`src/rtl/adrv9001_serdes_lane_aligner.sv`:
```
// Finds the strobe's single rising edge per serdes word, locks onto its phase and realigns every data lane to it.
// One-cycle latency valid_in -> valid_out; no backpressure, every word with valid_in high is consumed.
module adrv9001_serdes_lane_aligner #(
  parameter int DATA_WIDTH = 16,
  parameter int NUM_LANES  = 2,
  parameter int LOCK_COUNT = 4,
  parameter int MISS_LIMIT = 2
) (
  input  logic                              clk,
  input  logic                              rstn,
  input  logic [NUM_LANES*DATA_WIDTH-1:0]   data_in,
  input  logic [DATA_WIDTH-1:0]             strb_in,
  input  logic                              valid_in,
  input  logic                              relock,
  output logic [NUM_LANES*DATA_WIDTH-1:0]   data_out,
  output logic                              valid_out,
  output logic                              locked,
  output logic [$clog2(DATA_WIDTH)-1:0]     phase,
  output logic                              align_err
);

  localparam int W  = DATA_WIDTH;
  localparam int PW = $clog2(W);
  localparam int MW = $clog2(LOCK_COUNT + 1);
  localparam int XW = $clog2(MISS_LIMIT + 1);

  localparam logic [0:0] ST_SEARCH = 1'b0;
  localparam logic [0:0] ST_LOCKED = 1'b1;

  localparam logic [W-1:0]  ONE_W   = {{(W-1){1'b0}}, 1'b1};
  localparam logic [MW-1:0] LOCK_C  = MW'(LOCK_COUNT);
  localparam logic [XW-1:0] MISS_C  = XW'(MISS_LIMIT);

  logic [0:0]             state;
  logic [PW-1:0]          cand;
  logic [MW-1:0]          match_cnt;
  logic [XW-1:0]          miss_cnt;
  logic [NUM_LANES*W-1:0] dprev;
  logic                   sprev;

  logic [W:0]             strb_ext;
  logic [W-1:0]           rise;
  logic [PW-1:0]          rise_pos;
  logic                   word_good;
  logic [PW-1:0]          cand_nxt;
  logic [MW-1:0]          match_nxt;
  logic [XW-1:0]          miss_inc;
  logic [NUM_LANES*W-1:0] aligned;

  assign locked = (state == ST_LOCKED);

  // sprev is the last serial bit of the previous word, so it precedes strb_in's MSB
  assign strb_ext = {sprev, strb_in};

  always_comb begin
    rise = '0;
    for (int p = 0; p < W; p++) begin
      rise[p] = strb_ext[W-1-p] & ~strb_ext[W-p];
    end
  end

  always_comb begin
    rise_pos = '0;
    for (int p = 0; p < W; p++) begin
      if (rise[p]) rise_pos = PW'(p);
    end
  end

  assign word_good = (rise != '0) && ((rise & (rise - ONE_W)) == '0);

  always_comb begin
    cand_nxt  = cand;
    match_nxt = '0;
    if (word_good) begin
      if (rise_pos == cand) begin
        match_nxt = match_cnt + MW'(1);
      end else begin
        cand_nxt  = rise_pos;
        match_nxt = MW'(1);
      end
    end
  end

  assign miss_inc = miss_cnt + XW'(1);

  for (genvar g = 0; g < NUM_LANES; g++) begin : g_lane
    logic [2*W-1:0] shifted;
    assign shifted = {dprev[g*W +: W], data_in[g*W +: W]} << phase;
    assign aligned[g*W +: W] = shifted[2*W-1 -: W];
  end

  always_ff @(posedge clk or negedge rstn) begin
    if (!rstn) begin
      state     <= ST_SEARCH;
      cand      <= '0;
      match_cnt <= '0;
      miss_cnt  <= '0;
      dprev     <= '0;
      sprev     <= 1'b0;
      phase     <= '0;
      data_out  <= '0;
      valid_out <= 1'b0;
      align_err <= 1'b0;
    end else begin
      align_err <= 1'b0;
      valid_out <= valid_in & locked;
      if (valid_in) begin
        dprev <= data_in;
        sprev <= strb_in[0];
      end
      if (valid_in && locked) data_out <= aligned;

      if (relock) begin
        state     <= ST_SEARCH;
        match_cnt <= '0;
        miss_cnt  <= '0;
      end else if (valid_in) begin
        if (state == ST_SEARCH) begin
          cand      <= cand_nxt;
          match_cnt <= match_nxt;
          if (match_nxt == LOCK_C) begin
            state    <= ST_LOCKED;
            phase    <= cand_nxt;
            miss_cnt <= '0;
          end
        end else begin
          if (word_good && rise_pos == phase) begin
            miss_cnt <= '0;
          end else begin
            align_err <= 1'b1;
            if (miss_inc == MISS_C) begin
              state     <= ST_SEARCH;
              match_cnt <= '0;
              miss_cnt  <= '0;
            end else begin
              miss_cnt <= miss_inc;
            end
          end
        end
      end
    end
  end

endmodule

```
`config.mk`:
```
export PLATFORM = sky130hd
export DESIGN_NAME = adrv9001_serdes_lane_aligner
export DESIGN_NICKNAME = d
export VERILOG_FILES = /design/src/rtl/adrv9001_serdes_lane_aligner.sv
export SDC_FILE = /design/constraint.sdc
export NUM_CORES = 1
export LEC_CHECK = 0
export ABC_CLOCK_PERIOD_IN_PS = 5000
export BUFFER_PORTS_ARGS = -buffer_cell sky130_fd_sc_hd__buf_2
export CORE_AREA = 2 2 102 104
export CTS_CLUSTER_SIZE = 30
export DETAILED_ROUTE_END_ITERATION = 16
export DIE_AREA = 0 0 104 106
export PLACE_DENSITY = 0.85
export SYNTH_ARGS = -nofsm -noshare
export SYNTH_HDL_FRONTEND = slang
export SYNTH_SLANG_ARGS = --single-unit
```
`constraint.sdc`:
```
create_clock -name clk -period 5 [get_ports clk]
set_clock_uncertainty 0.15 [all_clocks]
set_input_delay 1.5 -clock clk [delete_from_list [all_inputs] [get_ports clk]]
set_output_delay 1.5 -clock clk [all_outputs]
set_load 0.005 [all_outputs]
```
==> results of run 1 <==
-- state kept, by name, summed over array words and instances (netlist names) --
name / cells
cand: 4
align_err: 1
match_cnt: 3
sprev: 1
miss_cnt: 2
valid_out: 1
locked: 1
phase: 4
dprev: 32
data_out: 32
-- synthesized netlist by cell type (2+ instances only) --
library cell   n  area share
a211o_1        2      0.0030
a211oi_1      15       0.019
a21o_1         3      0.0038
a21oi_1       36       0.031
a221oi_1       2      0.0030
a22o_1         3      0.0045
a31oi_1        2      0.0021
a32oi_1        2      0.0030
a41o_1         2      0.0034
a41oi_1        2      0.0030
and2_1         7      0.0075
and3_1         2      0.0021
buf_1          8      0.0051
buf_2          5      0.0043
clkbuf_1      30       0.019
dfrtp_1       81        0.35
inv_1          9      0.0058
mux2_1         9       0.017
mux2_2        56        0.11
mux2i_1       51       0.087
mux4_2        21       0.081
nand2_1       87       0.056
nand2b_1      13       0.014
nand3_1        5      0.0043
nand4_1        5      0.0053
nor2_1        25       0.016
nor2b_1       19       0.020
nor3_1         6      0.0051
nor4_2         2      0.0043
o211ai_1       7      0.0090
o21a_1         2      0.0026
o21ai_0       62       0.053
o31ai_1        2      0.0026
or4_1          2      0.0026
xnor2_1        3      0.0045
xor2_1         2      0.0030
-- layout make-up --
class,instances,area (um^2),area share
well taps,136,170,0.0259
flip-flops and latches,81,2030,0.310
clock buffers,10,138,0.0210
inverters,10,37.5,0.00572
repair buffers,96,498,0.0759
multi-input cells,479,3620,0.552
clock inverters,6,65.1,0.00992
-- worst paths after layout --
kind	start	end	slack (ns)	cells after the start
worst max-delay path	strb_in[12]	phase[2]$_DFFE_PN0P_	1.08	8
worst min-delay path	data_out[30]$_DFFE_PN0P_	data_out[30]$_DFFE_PN0P_	0.33	2
worst max register to register	phase[1]$_DFFE_PN0P_	data_out[28]$_DFFE_PN0P_	1.85	8
worst min register to register	data_out[30]$_DFFE_PN0P_	data_out[30]$_DFFE_PN0P_	0.33	2
max in group asynchronous	rstn	phase[1]$_DFFE_PN0P_	2.86	1
min in group asynchronous	rstn	miss_cnt[0]$_DFFE_PN0P_	1.15	1
-- worst max-delay path, delay by kind of cell --
family                 cells  cell delay, ns
AO/OA/AOI/OAI              2            0.92
XOR/XNOR                   1            0.27
buffers and inverters      1            0.12
multiplexers               1            0.37
AND/OR/NAND/NOR            3            0.86
-- per-layer routing --
metal	routed length, um	track usage
met5	0	0
met4	293	0.0840
met3	1300	0.0521
met2	6360	0.407
met1	6390	0.388
-- power groups by stage --
stage	Sequential, uW	Combinational (uW)	Clock (uW)
after floorplan	739	219	0
after global placement	749	302	0
after detailed placement	754	319	0
after CTS	741	323	501
after global routing	749	357	528
final	743	327	496
-- stage by stage --
stage	cell area (um^2)	hold WS [ns]	total power, uW	util	setup WS (ns)
2_1_floorplan	5850	0.308	958	-	1.25
3_3_place_gp	6350	0.308	1050	0.636	1.03
3_5_place_dp	6350	0.315	1070	0.636	0.710
4_1_cts	6560	0.334	1560	0.656	1.07
5_1_grt	6560	0.366	1630	0.656	0.794
6_report	6560	0.329	1570	0.656	1.08
-- logic make-up after synthesis --
| family | Yosys count |
|---|---|
| AO/OA/AOI/OAI | 153 |
| buffers and inverters | 53 |
| XOR/XNOR | 5 |
| adder cells (fa/ha/maj) | 1 |
| flip-flops | 81 |
| multiplexers | 137 |
| AND/OR/NAND/NOR | 183 |
==> impl_metrics.csv, run 1 <==
group,metric,value,unit
cts,cts_buffer_depth,2,
sta,tightest_slew,1.02,ns
cts,h-tree-depth,3,
synthesis,synth_top_family_by_area,"multiplexers",
worst_setup_path,cp_cell_sequence,"buf_2 > nand2b_1 > a2111oi_0 > o21ai_0 > xor2_1 > nor4_2 > nand3_2 > mux2_1",
sta,slew_headroom,0.321,
synthesis,ys_seq_area_frac,0.346,
min_path,hp-class,"register to register",
worst_setup_path,cp-end-kind,"register",
pwr,p_comb_frac,0.209,
sta,hold_viol_final,0,
sta,rsz0062_at_grt,"false",
pwr,vdd_ir_drop_max,0.000129,V
pwr,seq_power_share,0.474,
worst_setup_path,crit_path_max_fanout,6,
synthesis,synth_compound_area_frac,0.164,
job,drv_cap,0,
routing,drt_first_iter_violations,557,
cts,cts_tree,"yes",
synthesis,syn_inst,613,
routing,drt-vias-per-instance,6.15,
cts,cts.sink_count,81,
cts,cts_buffers,9,
cts,cts-resized-gates,0,
worst_setup_path,critPathSlowestCell,"a2111oi_0",
floorplan,num_rows,37,
sta,finalSetupViolations,0,
routing,drt-pass1-iter-count,5,
synthesis,ys_ff_latch,81,
synthesis,synthArstFlopShare,1.00,
routing,vias,5030,
global_route,grt_remaining_overflow,0,
floorplan,initial_core_util,0.585,
synthesis,yosys.area_share.simple,0.152,
sta,setup-tns-final,0,ns
final_layout,fill_cells,810,
cts,cts_setup_buffers,0,
synthesis,synth.mux.area_fraction,0.293,
floorplan,fp.dieH,106,um
pwr,switching_share,0.303,
pwr,clkPwrFrac,0.317,
worst_setup_path,critPathRequiredTime,5.11,ns
routing,ant_nets,0,
place,gp_congestion,0.971,
routing,wl,14400,um
floorplan,coreArea,10000,um^2
floorplan,die_area,11000,um^2
global_route,grt_usage,0.267,
global_route,grt_pass1_wl,23700,um
routing,drc_errors,0,
pwr,p_per_area,239,nW/um^2
global_route,antenna_found_initial,0,
pwr,p_leak,0.00282,uW
global_route,grt_max_degree,82,
synthesis,synthAdderAreaFrac,0.00214,
final_layout,nets,730,
final_layout,area_growth,12.1,%
worst_setup_path,timing.critical_path.from_type,"primary input",
pwr,internal_power,1090,uW
sta,period_share,0.785,
place,dp.cells,802,
synthesis,yosys_warnings,0,
cts,root_buffer,"clkbuf_8",
global_route,grt_pass1_vias,4798,
run_status,status,"completed",
final_layout,drive_gt1_frac,0.296,
floorplan,ios,91,
floorplan,die_w,104,um
worst_setup_path,slowest_delay,0.56,ns
sta,fin_crit,3.92,ns
cts,insertion_delay,0.38,ns
synthesis,synth_edf_count,0,
synthesis,netlist_area,5850,um^2
final_layout,final_common_cell,"buf_2",
synthesis,synth_area_per_cell,9.54,um^2
place,port_buffers,90,
pwr,switchingPower,474,uW
worst_setup_path,critPathKind,"primary input to register",
cts,clk_pin_slew,0.08,ns
sta,maxSlewViolCount,0,
place,dp_hpwl,10700,um
synthesis,synth-xor-area-share,0.00749,
sta,fmax,0.255,GHz
synthesis,ys.flop_type,"dfrtp_1",
synthesis,synth_nets,666,
final_layout,layout_common_cells,"buf_2 (89), nand2_1 (87), dfrtp_1 (78)",
final_layout,num_antenna_cells,0,
final_layout,fin_cells,818,
cts,hold_buffers,0,
synthesis,ys_types,59,
worst_setup_path,crit_arrival,4.03,ns
routing,wl_per_cell,17.5,um
No activity file was read; power rests on OpenSTA's default activity.
==> inputs of run 2 (changes only) <==
Settings changed: ABC_CLOCK_PERIOD_IN_PS 5000 to 3500, CORE_AREA 2 2 102 104 to 2 2 110 112, DIE_AREA 0 0 104 106 to 0 0 112 114, PLACE_DENSITY 0.85 to 0.77.
Clock period 5 ns to 3.5 ns, I/O delays scaled along.
==> impl_metrics.csv, run 2 (same netlist as run 1, synthesis figures left out) <==
group,metric,value,unit
floorplan,fp.dieH,114,um
place,dp_hpwl,11400,um
floorplan,initial_core_util,0.500,
pwr,p_per_area,367,nW/um^2
final_layout,fill_cells,1011,
routing,wl_per_cell,17.5,um
final_layout,top_regs,"data_out (32), dprev (32)",
sta,finalSetupViolations,0,
routing,wl,14800,um
floorplan,ios,91,
routing,ant_nets,0,
cts,cts_tree,"yes",
floorplan,coreArea,11700,um^2
min_path,hp-class,"register to register",
routing,drc_errors,0,
place,dp_slack,-0.0747,ns
pwr,seq_power_share,0.424,
global_route,grt_usage,0.232,
global_route,top_usage_layer,"met1",
worst_setup_path,slowest_delay,0.41,ns
final_layout,final_util,0.583,
cts,cts_buffer_depth,2,
worst_setup_path,critPathSlowestCell,"or4_1",
pwr,internal_power,1800,uW
global_route,met2_usage,0.344,
floorplan,die_area,12800,um^2
pwr,clkPwrFrac,0.382,
routing,drt-pass1-iter-count,5,
sta,hold_viol_final,0,
cts,clk_pin_slew,0.06,ns
worst_setup_path,critPathKind,"primary input to register",
sta,fmax,0.303,GHz
final_layout,nets,746,
sta,period_share,0.942,
cts,cts-resized-gates,0,
floorplan,num_rows,40,
sta,setup_ws,0.204,ns
job,drv_cap,0,
worst_setup_path,cp_cell_sequence,"buf_2 > nor4_2 > a41oi_1 > or2_4 > or4_1 > o311ai_1 > nand4b_1 > nand2_1 > mux2_1",
run_status,status,"completed",
pwr,p_comb_frac,0.193,
worst_setup_path,critPathRequiredTime,3.58,ns
cts,h-tree-depth,3,
global_route,met3_usage,0.0409,
cts,cts_setup_buffers,0,
place,gp_congestion,0.970,
floorplan,die_w,112,um
worst_setup_path,reg2reg_slack,0.93,ns
cts,insertion_delay,0.34,ns
final_layout,final_common_cell,"buf_2",
final_layout,layout_common_cells,"buf_2 (89), nand2_1 (87), dfrtp_1 (78)",
cts,root_buffer,"clkbuf_16",
cts,hold_buffers,0,
worst_setup_path,worst_path_dominant_cell_family,"simple AND/OR/NAND/NOR gates",
global_route,grt_pass1_wl,23900,um
final_layout,drive_gt1_frac,0.312,
sta,tightest_slew,0.607,ns
global_route,grt_max_degree,64,
global_route,met1_usage,0.354,
worst_setup_path,timing.critical_path.from_type,"primary input",
worst_setup_path,crit_buf_inv,1,
worst_setup_path,cp-end-kind,"register",
worst_setup_path,crit_path_max_fanout,7,
final_layout,ff_latch_area,2030,um^2
sta,maxSlewViolCount,0,
routing,drt-vias-per-instance,5.90,
place,placed_area,6530,um^2
routing,drt_first_iter_violations,549,
sta,rsz0062_at_grt,"false",
final_layout,num_antenna_cells,0,
sta,slew_headroom,0.594,
global_route,grt_pass1_vias,4626,
final_layout,multi_input_area,3620,um^2
routing,vias,4986,
cts,cts.sink_count,81,
cts,cts_buffers,9,
pwr,switchingPower,709,uW
pwr,vdd_ir_drop_max,0.000214,V
global_route,grt_remaining_overflow,0,
pwr,switching_share,0.283,
final_layout,post-route-cell-area,6830,um^2
sta,fin_crit,3.30,ns
pwr,p_leak,0.00296,uW
place,port_buffers,90,
final_layout,area_growth,16.7,%
global_route,antenna_found_initial,0,
worst_setup_path,crit_arrival,3.37,ns
[run 2: cell count changes in the layout (fill, tap and decap cells not counted), sizes merged]
cell / change
clkinv: +1
buf: +16
inv: -1
[run 2: power groups by stage]
stage	logic, uW	registers [uW]	clock network (uW)
after floorplan	313	1060	0
after global placement	456	1070	0
after detailed placement	476	1080	0
after CTS	481	1060	973
after global routing	530	1070	1010
final	485	1060	957
[run 2: layout make-up]
type,count,area share
clock inverter,6,0.00953
timing repair buffer,112,0.0960
inverter,10,0.00550
sequential,81,0.297
clock buffer,10,0.0350
multi-input combinational,479,0.530
tap,147,0.0269
[run 2: worst register-to-register path, cell delays in order (launching register included)]
cell and delay [ns]:
dfrtp_2 0.75, buf_12 0.30, buf_4 0.26, mux2i_1 0.29, mux2_2 0.23, nand2_1 0.06
o21ai_0 0.09, nand2_1 0.07, a31o_2 0.26
[run 2: worst paths after layout]
kind	end	from	cells after the start
min in group asynchronous	dprev[31]$_DFFE_PN0P_	rstn	1
max	match_cnt[0]$_DFFE_PN0P_	strb_in[3]	9
min	data_out[29]$_DFFE_PN0P_	data_out[29]$_DFFE_PN0P_	2
max in group asynchronous	phase[3]$_DFFE_PN0P_	rstn	2
min reg2reg	data_out[29]$_DFFE_PN0P_	data_out[29]$_DFFE_PN0P_	2
max reg2reg	data_out[6]$_DFFE_PN0P_	phase[1]$_DFFE_PN0P_	8
[run 2: through the flow]
| step | TNS [ns] | hold WS, ns | power (uW) | cells |
|---|---|---|---|---|
| CTS | 0 | 0.332 | 2520 | 845 |
| global route | 0 | 0.347 | 2610 | 845 |
| finish | 0 | 0.322 | 2500 | 845 |
| global placement | 0 | 0.312 | 1530 | 829 |
| floorplan | 0 | 0.308 | 1370 | 613 |
| detailed placement | -0.241 | 0.318 | 1550 | 829 |
[run 2: per-layer routing]
| layer | vias to the layer above | routed length (um) |
|---|---|---|
| li1 | 2421 | - |
| met1 | 2382 | 7210 |
| met2 | 174 | 6560 |
| met3 | 9 | 907 |
| met4 | 0 | 136 |
| met5 | - | 0 |
==> inputs of run 3 (changes only) <==
==> constraint.sdc (replaced) <==
create_clock -name clk -period 3.5 [get_ports clk]
set_clock_uncertainty 0.15 [all_clocks]
set_input_delay 0.525 -clock clk [delete_from_list [all_inputs] [get_ports clk]]
set_output_delay 0.525 -clock clk [all_outputs]
set_load 0.005 [all_outputs]
==> impl_metrics.csv, run 3 (same netlist as run 1, synthesis figures left out) <==
group,metric,value,unit
place,dp.cells,817,
min_path,hp-class,"primary input to asynchronous set/reset pin",
sta,period_share,0.834,
worst_setup_path,crit_path_max_fanout,6,
cts,insertion_delay,0.34,ns
run_status,status,"completed",
final_layout,fin_cells,833,
place,placed_area,6410,um^2
cts,cts_tree,"yes",
routing,vias,5065,
final_layout,num_antenna_cells,0,
sta,rsz0062_at_grt,"false",
cts,cts.sink_count,81,
routing,wl_per_cell,18.0,um
sta,hold_viol_final,0,
place,gp_congestion,0.972,
global_route,antenna_found_initial,0,
place,dp_slack,0.340,ns
pwr,p_per_area,377,nW/um^2
sta,fin_crit,2.92,ns
global_route,grt_max_degree,82,
cts,cts_buffers,9,
sta,setup_ws,0.580,ns
place,port_buffers,90,
routing,ant_nets,0,
floorplan,die_area,12800,um^2
routing,drt_first_iter_violations,646,
routing,drc_errors,0,
global_route,grt_pass1_wl,24300,um
final_layout,post-route-cell-area,6730,um^2
floorplan,coreArea,11700,um^2
final_layout,final_common_cell,"buf_2",
worst_setup_path,critPathRequiredTime,3.56,ns
sta,maxSlewViolCount,0,
cts,hold_buffers,0,
cts,cts-resized-gates,0,
floorplan,initial_core_util,0.500,
sta,fmax,0.342,GHz
final_layout,top_regs,"data_out (32), dprev (32)",
floorplan,num_rows,40,
cts,clk_pin_slew,0.06,ns
final_layout,drive_gt1_frac,0.299,
final_layout,nets,734,
final_layout,area_growth,15.0,%
routing,drt-pass1-iter-count,5,
cts,h-tree-depth,3,
cts,root_buffer,"clkbuf_16",
cts,cts_buffer_depth,2,
worst_setup_path,timing.critical_path.from_type,"primary input",
final_layout,layout_common_cells,"buf_2 (89), nand2_1 (87), dfrtp_1 (78)",
cts,cts_setup_buffers,0,
pwr,vdd_ir_drop_max,0.000259,V
global_route,grt_usage,0.237,
sta,setup-tns-final,0,ns
worst_setup_path,critPathKind,"primary input to register",
place,dp_hpwl,11000,um
sta,holdWs,0.179,ns
sta,tightest_slew,1.04,ns
routing,drt-vias-per-instance,6.08,
pwr,p_leak,0.00290,uW
worst_setup_path,cp-end-kind,"register",
routing,wl,15000,um
worst_setup_path,crit_arrival,2.98,ns
floorplan,die_w,112,um
global_route,grt_remaining_overflow,0,
job,drv_cap,0,
sta,finalSetupViolations,0,
global_route,grt_pass1_vias,4699,
floorplan,fp.dieH,114,um
floorplan,ios,91,
sta,slew_headroom,0.305,
run 3: changes by cell type in the layout (fill, tap and decap cells not counted), sizes merged:
| cell | delta |
|---|---|
| buf | -12 |
| bufinv | +1 |
| clkinv | -1 |
run 3: per-layer routing:
metal  vias up  GRT usage  part of all wire
li1       2389          -                 -
met1      2421      0.356              0.47
met2       228      0.343              0.44
met3        27     0.0531             0.075
met4         0     0.0707             0.016
met5         -          0                 0
run 3: area by class of cell:
cell class                      instances  area, um^2
Timing Repair Buffer                  100         541
Fill cell                            1007        4980
Clock buffer                           10         229
Tap cell                              147         184
Multi-Input combinational cell        479        3620
Clock inverter                          6        90.1
Inverter                               10        37.5
Sequential cell                        81        2030
run 3: path summary, 6_finish.rpt:
path | endpoint | slack (ns) | depth (start not counted) | start
max | phase[3]$_DFFE_PN0P_ | 0.58 | 8 | strb_in[12]
min | match_cnt[0]$_DFFE_PN0P_ | 0.18 | 1 | rstn
max reg2reg | phase[3]$_DFFE_PN0P_ | 0.73 | 7 | sprev$_DFFE_PN0P_
min reg2reg | data_out[27]$_DFFE_PN0P_ | 0.32 | 1 | data_out[27]$_DFFE_PN0P_
max in group asynchronous | phase[3]$_DFFE_PN0P_ | 2.28 | 1 | rstn
min in group clk | dprev[16]$_DFFE_PN0P_ | 0.26 | 2 | data_in[16]
run 3: per-stage QoR:
step	power, uW	utilization
after CTS	2540	0.575
after global placement	1510	0.547
after floorplan	1370	-
final	2540	0.575
after detailed placement	1530	0.547
after global routing	2640	0.575
run 3: critical path, cell delays in order:
cell       delay [ns]
buf_2            0.13
nand2b_1         0.22
a2111oi_0        0.54
o21ai_0          0.34
xor2_1           0.26
nor4_2           0.39
nand3_2          0.20
mux2_1           0.38
run 3: where the power goes:
group | switching [uW] | total, uW | leakage, uW | internal [uW]
Clock | 385 | 1010 | 0.000153 | 627
Combinational | 250 | 465 | 0.00170 | 215
Sequential | 66.3 | 1060 | 0.00105 | 996
